## src/rtl/fir_shift_add_param_if.sv

```systemverilog
// Sample, control, coefficient-write and result signals of the shift-and-add FIR.
// The master is the sample source / configuration side; the slave is the filter.
interface fir_shift_add_param_if #(
  parameter int WIDTH = 16,
  parameter int SHW   = 4,
  parameter int AW    = 3
);
  logic             in_valid;
  logic [WIDTH-1:0] x;
  logic             flush;
  logic             approx_en;
  logic             cfg_we;
  logic [AW-1:0]    cfg_addr;
  logic [SHW-1:0]   cfg_shift;
  logic [WIDTH-1:0] dataout;
  logic             out_valid;
  logic             primed;

  modport master (
    output in_valid, x, flush, approx_en, cfg_we, cfg_addr, cfg_shift,
    input  dataout, out_valid, primed
  );

  modport slave (
    input  in_valid, x, flush, approx_en, cfg_we, cfg_addr, cfg_shift,
    output dataout, out_valid, primed
  );
endinterface

```

## src/rtl/fir_shift_add_param.sv

```systemverilog
// Parametrised shift-and-add FIR. Each tap is a logical right shift of a
// delayed sample by a run-time programmable amount; the terms are summed in a
// fixed chain of exact or lower-part-OR approximate adders and registered.
module fir_shift_add_param #(
  parameter int TAPS     = 5,
  parameter int WIDTH    = 16,
  parameter int SHW      = 4,
  parameter int APX_BITS = 4
) (
  input logic                   clk,
  input logic                   rst,
  fir_shift_add_param_if.slave  bus
);

  localparam int AW = $clog2(TAPS);
  localparam logic [AW-1:0]    LAST     = AW'(TAPS - 1);
  localparam logic [WIDTH-1:0] LO_MASK  = {WIDTH{1'b1}} >> (WIDTH - APX_BITS);
  localparam logic [WIDTH-1:0] CARRY_IN = WIDTH'(1) << APX_BITS;
  localparam int               CBIT     = (APX_BITS > 0) ? APX_BITS - 1 : 0;

  logic [SHW-1:0]   sh   [TAPS];
  logic [WIDTH-1:0] dly  [1:TAPS-1];
  logic [WIDTH-1:0] term [TAPS];
  logic [WIDTH-1:0] acc;
  logic [AW-1:0]    fill;
  logic             accept;

  // Lower-part OR adder: low bits are a|b, the carry into the upper part is
  // generated from the top approximate bit pair only.
  function automatic logic [WIDTH-1:0] tap_add(input logic [WIDTH-1:0] a,
                                               input logic [WIDTH-1:0] b,
                                               input logic             apx);
    logic [WIDTH-1:0] hi;
    if (!apx || APX_BITS == 0) return a + b;
    hi = (a & ~LO_MASK) + (b & ~LO_MASK) + ((a[CBIT] & b[CBIT]) ? CARRY_IN : '0);
    return ((a | b) & LO_MASK) | (hi & ~LO_MASK);
  endfunction

  // Reset coefficient for tap k: TAPS-k, clipped to the coefficient range.
  function automatic logic [SHW-1:0] sh_init(input int k);
    int v;
    int mx;
    v  = TAPS - k;
    mx = (1 << SHW) - 1;
    return SHW'((v > mx) ? mx : v);
  endfunction

  assign accept     = bus.in_valid & ~bus.flush;
  assign bus.primed = (fill == LAST);

  // Shift terms and the accumulation chain for the current input sample.
  always_comb begin
    term[0] = bus.x >> sh[0];
    for (int k = 1; k < TAPS; k++) term[k] = dly[k] >> sh[k];
    acc = term[0];
    for (int k = 1; k < TAPS; k++) acc = tap_add(acc, term[k], bus.approx_en);
  end

  // Coefficient register file; out-of-range addresses are ignored.
  always_ff @(posedge clk or negedge rst) begin
    if (!rst) begin
      for (int k = 0; k < TAPS; k++) sh[k] <= sh_init(k);
    end else if (bus.cfg_we && ({1'b0, bus.cfg_addr} < (AW + 1)'(TAPS))) begin
      sh[bus.cfg_addr] <= bus.cfg_shift;
    end
  end

  // Delay line and saturating fill counter; flush clears both and drops the sample.
  always_ff @(posedge clk or negedge rst) begin
    if (!rst) begin
      for (int k = 1; k < TAPS; k++) dly[k] <= '0;
      fill <= '0;
    end else if (bus.flush) begin
      for (int k = 1; k < TAPS; k++) dly[k] <= '0;
      fill <= '0;
    end else if (bus.in_valid) begin
      dly[1] <= bus.x;
      for (int k = 2; k < TAPS; k++) dly[k] <= dly[k-1];
      if (fill != LAST) fill <= fill + 1'b1;
    end
  end

  // Result register: updated and flagged only for accepted samples.
  always_ff @(posedge clk or negedge rst) begin
    if (!rst) begin
      bus.dataout   <= '0;
      bus.out_valid <= 1'b0;
    end else begin
      bus.out_valid <= accept;
      if (accept) bus.dataout <= acc;
    end
  end

endmodule
```

## src/flat_wrapper.sv

```systemverilog
// flat-port wrapper written by rule: the top's interface ports become plain ports
module fir_shift_add_param_flat 
#(
  parameter int TAPS     = 5,
  parameter int WIDTH    = 16,
  parameter int SHW      = 4,
  parameter int APX_BITS = 4
)
  (clk, rst, bus_in_valid, bus_x, bus_flush, bus_approx_en, bus_cfg_we, bus_cfg_addr, bus_cfg_shift, bus_dataout, bus_out_valid, bus_primed);
  fir_shift_add_param_if #(.WIDTH(WIDTH), .SHW(SHW)) bus_i ();
  input logic clk;
  input logic rst;
  input wire logic [$bits(bus_i.in_valid)-1:0] bus_in_valid;
  input wire logic [$bits(bus_i.x)-1:0] bus_x;
  input wire logic [$bits(bus_i.flush)-1:0] bus_flush;
  input wire logic [$bits(bus_i.approx_en)-1:0] bus_approx_en;
  input wire logic [$bits(bus_i.cfg_we)-1:0] bus_cfg_we;
  input wire logic [$bits(bus_i.cfg_addr)-1:0] bus_cfg_addr;
  input wire logic [$bits(bus_i.cfg_shift)-1:0] bus_cfg_shift;
  output wire logic [$bits(bus_i.dataout)-1:0] bus_dataout;
  output wire logic [$bits(bus_i.out_valid)-1:0] bus_out_valid;
  output wire logic [$bits(bus_i.primed)-1:0] bus_primed;
  assign bus_i.in_valid = bus_in_valid;
  assign bus_i.x = bus_x;
  assign bus_i.flush = bus_flush;
  assign bus_i.approx_en = bus_approx_en;
  assign bus_i.cfg_we = bus_cfg_we;
  assign bus_i.cfg_addr = bus_cfg_addr;
  assign bus_i.cfg_shift = bus_cfg_shift;
  assign bus_dataout = bus_i.dataout;
  assign bus_out_valid = bus_i.out_valid;
  assign bus_primed = bus_i.primed;
  fir_shift_add_param #(.TAPS(TAPS), .WIDTH(WIDTH), .SHW(SHW), .APX_BITS(APX_BITS)) u_core (.clk(clk), .rst(rst), .bus(bus_i));
endmodule
```

## config.mk

```make
export PLATFORM = sky130hd
export DESIGN_NAME = fir_shift_add_param_flat
export DESIGN_NICKNAME = d
export VERILOG_FILES = /design/src/rtl/fir_shift_add_param_if.sv /design/src/rtl/fir_shift_add_param.sv /design/src/flat_wrapper.sv
export SDC_FILE = /design/constraint.sdc
export NUM_CORES = 1
export LEC_CHECK = 0
export CAP_MARGIN = 40
export CELL_PAD_IN_SITES_DETAIL_PLACEMENT = 1
export CELL_PAD_IN_SITES_GLOBAL_PLACEMENT = 1
export CORE_UTILIZATION = 37
export CTS_BUF_LIST = sky130_fd_sc_hd__clkbuf_8
export DETAILED_ROUTE_END_ITERATION = 10
export DONT_BUFFER_PORTS = 1
export PLACE_DENSITY = 0.71
export SETUP_SLACK_MARGIN = 0.02
export SLEW_MARGIN = 10
export SYNTH_ARGS = -nofsm -noshare
export SYNTH_HDL_FRONTEND = slang
export SYNTH_SLANG_ARGS = --single-unit
```

## constraint.sdc

```tcl
create_clock -name clk -period 11.5 [get_ports clk]
set_input_delay 2.3 -clock clk [delete_from_list [all_inputs] [get_ports clk]]
set_output_delay 2.3 -clock clk [all_outputs]
set_load 0.02 [all_outputs]
```

# After elaboration in Yosys (flattened, before gate mapping)
# Cells that the tools add are included.
dict set report totals {
  inputBits 29
  output_inout_bits 18
  reg_bits 104
  wordCells 71
}
dict set report op_classes {
  reduce_logical 5
  mux 16
  n_eq_ne 2
  add_sub_neg 13
  bitwise_logic 15
  n_shift 5
  magnitude_cmp 3
}
# operator count
set op_table {}
lappend op_table {{$add A16 B16 Y16} 12}
lappend op_table {{$mux W64} 2}
lappend op_table {{$shr A16 B4 Y16} 5}
lappend op_table {{$mux W16} 4}
lappend op_table {{$or A4 B16 Y16} 4}
lappend op_table {{$bwmux W20} 1}
lappend op_table {{$mux W5} 4}
lappend op_table {{$or A4 B4 Y4} 4}
lappend op_table {{$demux W4 S3} 1}
lappend op_table {{$mux W3} 3}
lappend op_table {{$and A1 B1 Y1} 5}
lappend op_table {{$ge A4 B4 Y1 const B} 1}
lappend op_table {{$lt A4 B1 Y1 const B} 1}
lappend op_table {{$mux W4} 1}
lappend op_table {{$not A3 Y4} 1}
lappend op_table {{$reduce_bool A2 Y1} 2}
lappend op_table {{$add A3 B1 Y3 const B} 1}
lappend op_table {{$eq A3 B3 Y1 const B} 1}
lappend op_table {{$lt A3 B3 Y1 const B} 1}
lappend op_table {{$ne A3 B3 Y1 const B} 1}
lappend op_table {{$logic_and A1 B1 Y1} 2}
lappend op_table {{$reduce_and A2 Y1} 1}
lappend op_table {{$not A1 Y1} 1}

# Longest topological paths before layout
dict set report depth {
  ltp_word 21
  depth_mapped 51
  mapped_depth_nobuf 50
}

# Worst setup path before layout
# Ideal clock, no wire load.
dict set report synth_timing {
  kind {input to register}
  from {in bus_x[10]}
  to {reg u_core.bus.dataout[15]}
  arrival_ns 11.110
  n_path_buf 0
  setup_time_ns 0.076
  path_stages 44
  required_ns 11.424
  slack_ns 0.314
  path_cell_list {mux2_2 o21ai_0 o21ai_0 nand2_1 o21a_1 inv_1 ha_1 fa_1 a21o_1 a21oi_1 o21bai_1 a21o_1 a31o_2 xnor2_1 a21oi_1 ha_1 inv_1 fa_1 (+8 left out) o21ai_0 a211oi_1 a311o_1 o31ai_1 nor2b_1 nor2_1 or2_2 fa_1 inv_1 and3_1 a21oi_1 nand3b_1 xnor2_1 a22o_1 xnor2_1 xnor2_1 xnor3_1 o21ai_1}
}
dict set report synth_between {
  elab_chain_cells 18
  elab_cells_between_ends 32
  classes_between {12 x add/sub; 1 x shift; 8 x mux; 11 x bitwise}
}
# element line_no
set synth_rtl {}
lappend synth_rtl {{start: declaration} flat_wrapper.sv:14} ;# input wire logic [$bits(bus_i.x)-1:0] bus_x;
lappend synth_rtl {{$shr A16 B4 Y16 (*)} fir_shift_add_param.sv:53} ;# term[0] = bus.x >> sh[0];
lappend synth_rtl {{parallel branches: the longest is 4 deep, another holds $add A16 B16 Y16} --}
lappend synth_rtl {{$mux W16 (*)} fir_shift_add_param.sv:35} ;# hi = (a & ~LO_MASK) + (b & ~LO_MASK) + ((a[CBIT] & b[CBIT]) ? CARRY_IN : '0);
lappend synth_rtl {{$add A16 B16 Y16 (2 in series)} fir_shift_add_param.sv:35}
lappend synth_rtl {{$or A4 B16 Y16} fir_shift_add_param.sv:36} ;# return ((a | b) & LO_MASK) | (hi & ~LO_MASK);
lappend synth_rtl {{$mux W16 (*)} fir_shift_add_param.sv:35}
lappend synth_rtl {{$add A16 B16 Y16 (2 in series)} fir_shift_add_param.sv:35}
lappend synth_rtl {{$or A4 B16 Y16} fir_shift_add_param.sv:36}
lappend synth_rtl {{$mux W16 (*)} fir_shift_add_param.sv:35}
lappend synth_rtl {{$add A16 B16 Y16 (2 in series)} fir_shift_add_param.sv:35}
lappend synth_rtl {{$or A4 B16 Y16} fir_shift_add_param.sv:36}
lappend synth_rtl {{$mux W16 (*)} fir_shift_add_param.sv:35}
lappend synth_rtl {{end signal: assignment} fir_shift_add_param.sv:86} ;# bus.dataout <= '0;
lappend synth_rtl {{end signal: assignment} fir_shift_add_param.sv:90} ;# if (accept) bus.dataout <= acc;
lappend synth_rtl {{end: declaration} fir_shift_add_param_if.sv:26} ;# output dataout, out_valid, primed
# Mark *: on every way between the ends.
# A chain may end at the register's enable or synchronous reset.

# Final worst setup path
dict set report layout_timing {
  from {in bus_x[13]}
  to {reg u_core.bus.dataout[15]}
}
# The elaborated chain is that of the path after synthesis.

==> flow_summary.ini <==
[final_layout]
layout-drive-gt1-share_pct = 10.48
fin_cells = 2011
final_nets = 1743
area_growth_pct = 6.779
final_area_sq_um = 13890
fillers = 4235
antenna_cells = 0

[run_status]
status = finished, final reports clean

[synth]
synth_area_leader_cell = dfrtp_1
synth_fp_nets = 1762
synthTopCellsByArea = dfrtp_1 (19%), mux2i_1 (13%), ha_1 (11%)
synth_top_flop_cell = dfrtp_1
async_reset_ff_share_pct = 100.0
yosys_warnings = 0
synth.distinct_cells = 73
ys_ff_latch = 104
synthMostInstantiatedCell = mux2i_1
yosysSeqAreaShare_pct = 20.07
syn_avg_cell_area_sq_um = 8.287
syn_area_sq_um = 13010
synth_common_cells = mux2i_1 (174), nor2_1 (173), nand2_1 (150), inv_1 (121), ha_1 (119)
syn_inst = 1570
yosys.area.top_type_share_pct = 18.66
synth_edf_count = 0

[clock_network]
worst_skew_pair.late_latency_ns = 0.41
path_clk_slew_ns = 0.11
cts_buffer_depth = 2
cts-root-buf = clkbuf_8
numCtsBuffers = 9
hold_buffers = 0
h-tree-depth = 3
clock-sinks = 104
cts_tree = done

[placement]
port-buffer-count = 0
place_ws_ns = -0.2461
dp_hpwl_mm = 29.48
placed_cell_area_sq_um = 13630
gp_routability_congestion = 0.8742
dp_cells = 1994

[critical_path]
max_stage_delay_ns = 0.56
cp_slowest_cell = fa_1
crit_path_end_kind = flip-flop
path_max_fanout = 4
critPathMostFrequentCell = inv_1
critPathLaunchType = primary input
cp.required_ns = 11.85
cp.arrival_ns = 11.25
critPathKind = in -> reg

[detailed_routing]
wirelength_mm = 36.64
drc = 0
top_layer = met4
wl_per_cell_um = 18.22
wl_met3_um = 991
firstDrtPassIters = 5
ant_nets = 0
wl_met1_mm = 18.02
drt-initial-drc-count = 503
met2_length_mm = 17.40
via_per_inst = 5.430
vias = 10919

[floorplan]
io_pins = 47
core_area_sq_um = 34540
die-area_sq_um = 35920
dieWidth_um = 189.5
floorplan.initialDensity_pct = 37.67
die_h_um = 189.5
rows = 68

[worst_hold_path]
hold_path.class = reg -> reg

[flow_run]
maxCapViolCount = 0

[grt]
grt_antenna_before_repair = 0
grt_usage_pct = 20.76
grt_pass1_wl_mm = 59.64
grt_overflow = 0
grt_pass1_vias = 11214
grt_max_degree = 106

[power]
irDropWorstVdd_mv = 0.1296
internal_power_w = 0.001546
p_total_w = 0.003149
power_density_nw_per_um2 = 226.7
combinationalPowerShare_pct = 74.2
clkPwrFrac_pct = 7.5
power_leakage_nw = 6.753
p_switching_w = 0.001603
p_seq_share_pct = 18.2
switching_share_pct = 50.91

[sta]
tightest_slew_ns = 0.9010
setup_viol = 0
maxSlewViolCount = 0
skew_ns = 0.01260
clock.fmax_ghz = 0.09178
relSlewSlack_pct = 39.47
rsz0062_at_grt = no
period_share_pct = 94.75
fin_ws_ns = 0.6038
hold_viol = 0
setup_tns_ns = 0
final.min_clock_period_ns = 10.90
[path summary, 6_finish.rpt]
path                                                start                            endpoint  slack [ns]  cells past startpoint
worst max-delay path                            bus_x[13]  u_core.bus.dataout[15]$_DFFE_PN0P_        0.60                     46
worst min-delay path            u_core.dly[0]$_DFFE_PN0P_           u_core.dly[0]$_DFFE_PN0P_        0.55                      2
worst max register to register  u_core.sh[13]$_DFFE_PN0P_  u_core.bus.dataout[15]$_DFFE_PN0P_        1.17                     44
worst min register to register  u_core.dly[0]$_DFFE_PN0P_           u_core.dly[0]$_DFFE_PN0P_        0.55                      2
max in group asynchronous                             rst           u_core.sh[18]$_DFFE_PN1P_        9.59                      0
min in group asynchronous                             rst  u_core.bus.dataout[15]$_DFFE_PN0P_        1.57                      0
[per-stage QoR]
| step | hold slack, ns | util, % |
|---|---|---|
| 2_1_floorplan | 0.4822 | - |
| 3_3_place_gp | 0.5108 | 39.38 |
| 3_5_place_dp | 0.5301 | 39.45 |
| 4_1_cts | 0.5582 | 39.98 |
| 5_1_grt | 0.5810 | 40.22 |
| 6_report | 0.5510 | 40.22 |
[cells by family (layout without fill, tap and decap cells)]
family / after synthesis / count (layout) / synth area share (%)
AND/OR/NAND/NOR: 455 / 455 / 15.64
adder cells (fa/ha/maj): 163 / 163 / 18.21
flip-flops: 104 / 104 / 20.07
AO/OA/AOI/OAI: 344 / 344 / 16.60
XOR/XNOR: 86 / 86 / 6.010
multiplexers: 220 / 220 / 17.71
buffers and inverters: 198 / 184 / 5.760
[what timing repair did]
| action | 4_1_cts | 5_1_grt |
|---|---|---|
| setup buffers | 0 | 1 |
| gates resized for setup | 0 | 25 |
| endpoints found under the setup margin | 0 | 1 |
[state kept, by name, indices dropped and copies added, names as in the netlist]
name	count
u_core.dly	64
u_core.sh	20
u_core.bus.dataout	16
u_core.fill	3
u_core.bus.out_valid	1
[layer usage]
layer | global-route usage (%) | vias to the layer above
li1 | - | 5370
met1 | 28.75 | 5414
met2 | 35.09 | 121
met3 | 2.224 | 14
met4 | 3.443 | 0
met5 | 0 | -
[final cells by class]
| type | count | area (sq um) | share of cell area (%) |
|---|---|---|---|
| sequential | 104 | 2611 | 18.80 |
| clock inverter | 6 | 48.80 | 0.3512 |
| clock buffer | 10 | 137.6 | 0.9906 |
| inverter | 122 | 457.9 | 3.296 |
| multi-input combinational | 1268 | 9724 | 69.99 |
| tap | 455 | 569.3 | 4.098 |
| timing repair buffer | 46 | 344.1 | 2.477 |
[cells in the final DEF, fill, tap and decap left out, drive strengths merged, types with 5 or more instances in the layout]
master  netlist  final
mux2i       174    174
nor2        173    173
nand2       150    150
inv         122    127
ha          119    119
dfrtp        97     97
o21ai        97     97
a21oi        93     93
xnor2        45     45
buf          16     45
fa           44     44
mux2         42     42
xor2         39     39
nor3         23     23
o21a         22     22
nor2b        22     22
a21o         18     18
a31oi        16     16
a211oi       16     16
nand2b       15     15
o22ai        15     15
or2          14     14
and2         14     14
nand3        12     12
o21bai       12     12
clkbuf       60     10
nor3b         9      9
dfstp         7      7
o31ai         7      7
nor4          7      7
and3          6      6
a211o         6      6
a31o          5      5
[power by group through the flow]
stage / Clock [W] / Sequential (W) / Combinational (W)
floorplan: 0 / 0.000485 / 0.00183
global placement: 0 / 0.000576 / 0.00225
detailed placement: 0 / 0.000581 / 0.00232
CTS: 0.000246 / 0.000573 / 0.00234
global route: 0.000256 / 0.000589 / 0.00261
finish: 0.000237 / 0.000574 / 0.00234
[worst max-delay path: cells and delay by family]
family          cells  cell delay (ns)
buf+inv             5             0.37
mux                 1             0.26
compound gates     16             2.71
fa+ha+maj           8             2.90
xor+xnor            6             1.08
simple gates       10             1.61
Note: power is estimated with default switching activity, not from simulation.
